`config.mk`:
```
export PLATFORM = sky130hd
export DESIGN_NAME = mult_div_unit
export DESIGN_NICKNAME = d
export VERILOG_FILES = /design/src/rtl/mult_div_unit.sv
export SDC_FILE = /design/constraint.sdc
export NUM_CORES = 1
export LEC_CHECK = 0
export BUFFER_PORTS_ARGS = -buffer_cell sky130_fd_sc_hd__buf_2
export CAP_MARGIN = 20
export CORE_MARGIN = 2
export CORE_UTILIZATION = 54
export DETAILED_ROUTE_END_ITERATION = 8
export GPL_TIMING_DRIVEN = 0
export PLACE_DENSITY = 0.81
export RECOVER_POWER = 25
export SYNTH_ARGS = -nofsm -noshare
export SYNTH_HDL_FRONTEND = slang
export SYNTH_SLANG_ARGS = --single-unit
```
`constraint.sdc`:
```
create_clock -name i_clk -period 4.01 [get_ports i_clk]
set_input_delay 0.401 -clock i_clk [delete_from_list [all_inputs] [get_ports i_clk]]
set_output_delay 0.401 -clock i_clk [all_outputs]
set_load 0.02 [all_outputs]
```
`src/rtl/mult_div_unit.sv`:
```
// Multicycle multiply/divide unit with HI/LO result registers.
// Shift-add multiply and restoring divide on magnitudes; signs are applied in a final fix-up cycle.
module mult_div_unit #(
  parameter int WIDTH = 32
) (
  input  logic             i_clk,
  input  logic             i_rst_n,
  input  logic             i_start,
  input  logic             i_op,
  input  logic             i_sgn,
  input  logic [WIDTH-1:0] i_a,
  input  logic [WIDTH-1:0] i_b,
  input  logic             i_wr_hi,
  input  logic             i_wr_lo,
  input  logic [WIDTH-1:0] i_wdata,
  output logic             o_busy,
  output logic             o_done,
  output logic             o_div_zero,
  output logic [WIDTH-1:0] o_hi,
  output logic [WIDTH-1:0] o_lo
);

  localparam int CW = $clog2(WIDTH);

  typedef enum logic [1:0] {IDLE, ITER, FIX} state_t;

  state_t                 r_state;
  logic [CW-1:0]          r_cnt;
  logic                   r_op;
  logic                   r_neg_q;
  logic                   r_neg_r;
  logic                   r_busy;
  logic                   r_done;
  logic                   r_dz;
  logic [WIDTH-1:0]       r_hi;
  logic [WIDTH-1:0]       r_lo;
  logic [WIDTH:0]         r_acc_hi;
  logic [WIDTH-1:0]       r_acc_lo;
  logic [WIDTH-1:0]       r_opb;

  function automatic logic [WIDTH-1:0] f_cneg(input logic [WIDTH-1:0] v, input logic s);
    return s ? (~v + 1'b1) : v;
  endfunction

  function automatic logic [2*WIDTH-1:0] f_cneg2(input logic [2*WIDTH-1:0] v, input logic s);
    return s ? (~v + 1'b1) : v;
  endfunction

  logic                   w_sa;
  logic                   w_sb;
  logic                   w_div_zero_req;
  logic [WIDTH:0]         w_madd;
  logic [WIDTH:0]         w_dshift;
  logic [WIDTH:0]         w_ddiff;
  logic                   w_qbit;
  logic [2*WIDTH-1:0]     w_prod;
  logic [WIDTH-1:0]       w_quo;
  logic [WIDTH-1:0]       w_rem;

  assign w_sa           = i_sgn & i_a[WIDTH-1];
  assign w_sb           = i_sgn & i_b[WIDTH-1];
  assign w_div_zero_req = i_op & (i_b == '0);

  assign w_madd   = r_acc_lo[0] ? (r_acc_hi + {1'b0, r_opb}) : r_acc_hi;
  // Remainder stays below the divisor, so a borrow out of bit WIDTH means "does not fit".
  assign w_dshift = {r_acc_hi[WIDTH-1:0], r_acc_lo[WIDTH-1]};
  assign w_ddiff  = w_dshift - {1'b0, r_opb};
  assign w_qbit   = ~w_ddiff[WIDTH];

  assign w_prod = f_cneg2({r_acc_hi[WIDTH-1:0], r_acc_lo}, r_neg_q);
  assign w_quo  = f_cneg(r_acc_lo, r_neg_q);
  assign w_rem  = f_cneg(r_acc_hi[WIDTH-1:0], r_neg_r);

  // Iteration datapath: accumulator and operand magnitudes carry no reset
  always_ff @(posedge i_clk) begin
    if (r_state == IDLE && i_start && !w_div_zero_req) begin
      r_acc_hi <= '0;
      r_acc_lo <= f_cneg(i_a, w_sa);
      r_opb    <= f_cneg(i_b, w_sb);
    end else if (r_state == ITER) begin
      if (r_op) begin
        r_acc_hi <= w_qbit ? w_ddiff : w_dshift;
        r_acc_lo <= {r_acc_lo[WIDTH-2:0], w_qbit};
      end else begin
        {r_acc_hi, r_acc_lo} <= {1'b0, w_madd, r_acc_lo[WIDTH-1:1]};
      end
    end
  end

  // Control FSM and architectural HI/LO
  always_ff @(posedge i_clk or negedge i_rst_n) begin
    if (!i_rst_n) begin
      r_state <= IDLE;
      r_cnt   <= '0;
      r_op    <= 1'b0;
      r_neg_q <= 1'b0;
      r_neg_r <= 1'b0;
      r_busy  <= 1'b0;
      r_done  <= 1'b0;
      r_dz    <= 1'b0;
      r_hi    <= '0;
      r_lo    <= '0;
    end else begin
      r_done <= 1'b0;
      r_dz   <= 1'b0;
      case (r_state)
        IDLE: begin
          if (i_start) begin
            if (w_div_zero_req) begin
              r_done <= 1'b1;
              r_dz   <= 1'b1;
            end else begin
              r_op    <= i_op;
              r_neg_q <= w_sa ^ w_sb;
              r_neg_r <= w_sa;
              r_cnt   <= '0;
              r_busy  <= 1'b1;
              r_state <= ITER;
            end
          end else begin
            if (i_wr_hi) r_hi <= i_wdata;
            if (i_wr_lo) r_lo <= i_wdata;
          end
        end
        ITER: begin
          r_cnt <= r_cnt + 1'b1;
          if (r_cnt == CW'(WIDTH - 1)) r_state <= FIX;
        end
        FIX: begin
          if (r_op) begin
            r_hi <= w_rem;
            r_lo <= w_quo;
          end else begin
            {r_hi, r_lo} <= w_prod;
          end
          r_done  <= 1'b1;
          r_busy  <= 1'b0;
          r_state <= IDLE;
        end
        default: r_state <= IDLE;
      endcase
    end
  end

  assign o_busy     = r_busy;
  assign o_done     = r_done;
  assign o_div_zero = r_dz;
  assign o_hi       = r_hi;
  assign o_lo       = r_lo;

endmodule

```
==> metrics.txt <==
die area=27500 um^2; Total GRT Usage=34.2%; Vias/cell=6.38; Final ANT Viol Nets=0; global route total overflow=0; Leakage Power=6.90 nW; CP dominant cell by count=a21o_1; HPWL after detailed placement=37600 um; largest fanout on the critical path=6; clk buf depth=2; Die Wd=166 um; Power Density=928 nW/um^2; critical path launch point type=flop; synthesized area per cell=8.23 um^2; CP bufs+invs=2; Fmax achieved=0.251 GHz; Final setup viols=0; CP arrival=4280 ps; failing checks=capacitance limit, slew limit; Area Growth Syn to Fin=16.6%; Syn Inst Count=1720; Post-Syn Nets=1897; Num Clock Sinks=174; Critical Path Stages=16; Final Hold Vio Count=0; Slew Limit Fails=30; top post-synthesis cells by area=dfrtp_1, edfxtp_1, ha_1, a21oi_1, o21ai_0; Top FF cell, synth=dfrtp_1; Clock Skew=15.7 ps; Std-Cell Rows=59; flops & latches, synth=174; port buffer count=169; worst hold path type=input pin to flop; initial core utilization=54.6%; share of layout cells above drive strength 1=16.0%; First DRT Iteration DRCs=1797; length in cells of the worst reg-to-reg path=16; status=finished with violations; Worst Path Required=4310 ps; Finished Cell Area=16500 um^2; Synth cell types=88; minimum clock period=3980 ps; Vias=14500; minimum hold slack=211 ps; largest net degree at the start of global routing=50; slowest stage cell, crit path=edfxtp_1; routed len/inst=21.3 um; DR DRC count=0; Final GP Congestion=1.01; crit-path cells=inv_1, ha_1, a21o_1, a21o_1, a21oi_1, a2bb2oi_2, a21boi_4, a311oi_4, a21o_1, a211oi_2, nor2_4, ha_4, buf_4, mux2_2, a221oi_1, o21ai_0; Placeable Area=25900 um^2; worst setup path class=flop to flop; Seq/Total Area, Yosys=31.9%; delay-heaviest family, CP=compound AO/OA/AOI/OAI gates; Slew @ Worst Pin=1680 ps; final net count=2105; Max-Cap Viols=1; area leader, netlist=dfrtp_1; RSZ-0062 raised after global routing=true; relative max-transition margin=-12.1%; post-synthesis cell area=14200 um^2; Post-synth EDFFs=64; Pre-antenna DRT Iters=6; Post-DP Area=15500 um^2; CTS HTree Levels=4; CTS root buf=clkbuf_16; final wirelength=48400 um; chip height=166 um; initial antenna violation count=0; Yosys warnings=0; Top Ports=170; Reg clk slew, reported paths=80 ps; VDD IR max=0.000430 V; Final period util=99.2%; first-pass GRT wire length=75100 um; Critical Path Max Stage Delay=390 ps; top cell type's share of synthesized area=13.6%; worst skew pair latency=450 ps; asr flop ratio synth=44.3%; WHS Path Cells=1; total CTS buffers=17; Ant. Diodes=0; Worst setup EP type=flop; number of global-route vias before repair=13500; CTS tree=built
[report_power, final]
group	switching, W	internal [W]
Clock	0.000886	0.000843
Combinational	0.00584	0.00388
Sequential	0.00107	0.00279
[logic make-up (layout without fill, tap and decap cells)]
kind of cell,after synthesis,in the layout,share of synthesized area [%]
adder cells (fa/ha/maj),74,74,6.65
flip-flops,174,174,31.9
multiplexers,54,54,3.89
buffers and inverters,167,388,4.52
AND/OR/NAND/NOR,536,536,18.7
AO/OA/AOI/OAI,547,547,24.0
XOR/XNOR,168,168,10.4
[through the flow]
| step | setup slack, ps | total power, W | utilization (%) | setup TNS, ps | instances |
|---|---|---|---|---|---|
| global route | -26.0 | 0.0162 | 63.7 | -75.2 | 2276 |
| finish | 33.5 | 0.0153 | 63.7 | 0 | 2276 |
| detailed placement | -1920 | 0.0126 | 59.7 | -59020 | 2226 |
| global placement | -1750 | 0.0123 | 59.5 | -56880 | 2224 |
| floorplan | 37.7 | 0.00988 | - | 0 | 1720 |
| CTS | 5.07 | 0.0147 | 63.3 | 0 | 2270 |
[flip-flops by register name, summed over array words and instances (netlist names)]
signal / cells
o_done: 1
o_lo: 32
o_div_zero: 1
o_busy: 1
r_acc_hi: 33
r_acc_lo: 32
r_state: 2
r_op: 1
r_cnt: 5
o_hi: 32
r_neg_q: 1
r_opb: 32
r_neg_r: 1
[cell type report]
class	count	area, um^2
buffer	84	394
clock buffer	17	425
clock inverter	15	173
fill	2248	9410
inverter	82	320
multi-input combinational	1379	9230
sequential	174	4530
tap	335	419
timing repair buffer	190	1010
[worst paths after layout]
kind | startpoint | to | slack (ps)
worst max-delay path | r_opb[21] | r_acc_hi[7] | 30
worst min register to register | o_hi[20] | o_hi[20] | 480
min in group asynchronous | i_rst_n | o_busy | 930
max in group asynchronous | i_rst_n | o_lo[1] | 1090
worst max register to register | r_opb[21] | r_acc_hi[7] | 30
worst min-delay path | i_b[0] | r_opb[0] | 210
[cell usage after synthesis, drive strengths merged (12+ instances only)]
library cell,count
dfxtp,33
xnor2,86
o21ai,167
or3,13
and3,22
xor2,82
a31oi,21
dfrtp,77
ha,72
and2,12
a21oi,165
nor4,17
a211oi,31
a21o,24
buf,18
edfxtp,64
nand2,166
nor3,33
mux2i,46
nor2b,24
nand2b,13
o31ai,31
nor2,151
clkbuf,67
inv,80
nand3,34
[layout by cell type (no fill, tap or decap), types with 29 or more instances in the layout]
master and n:
a21oi_1 160, ha_1 65, mux2i_1 46, o21ai_0 149, nand3_1 32, xor2_1 82, nor3_1 29, buf_2 162
xnor2_1 86, dfrtp_1 77, nand2_1 165, edfxtp_1 64, nor2_1 149, inv_1 76, clkbuf_1 76, o31ai_1 29
a211oi_1 29
[metal layers]
layer	up-vias	global-route usage, %	wire length [um]
li1	6665	-	-
met1	6824	47.0	20300
met2	854	53.4	21100
met3	174	4.67	4470
met4	0	16.5	2560
met5	-	0	0
[what timing repair did]
action,4_1_cts,5_1_grt
pin swaps,8,14
resized for setup,58,33
setup endpoints to repair,44,43
setup buffers,12,6
endpoints found under the hold margin,28,0
hold buffers,1,0
No activity file was read; power rests on OpenSTA's default activity.
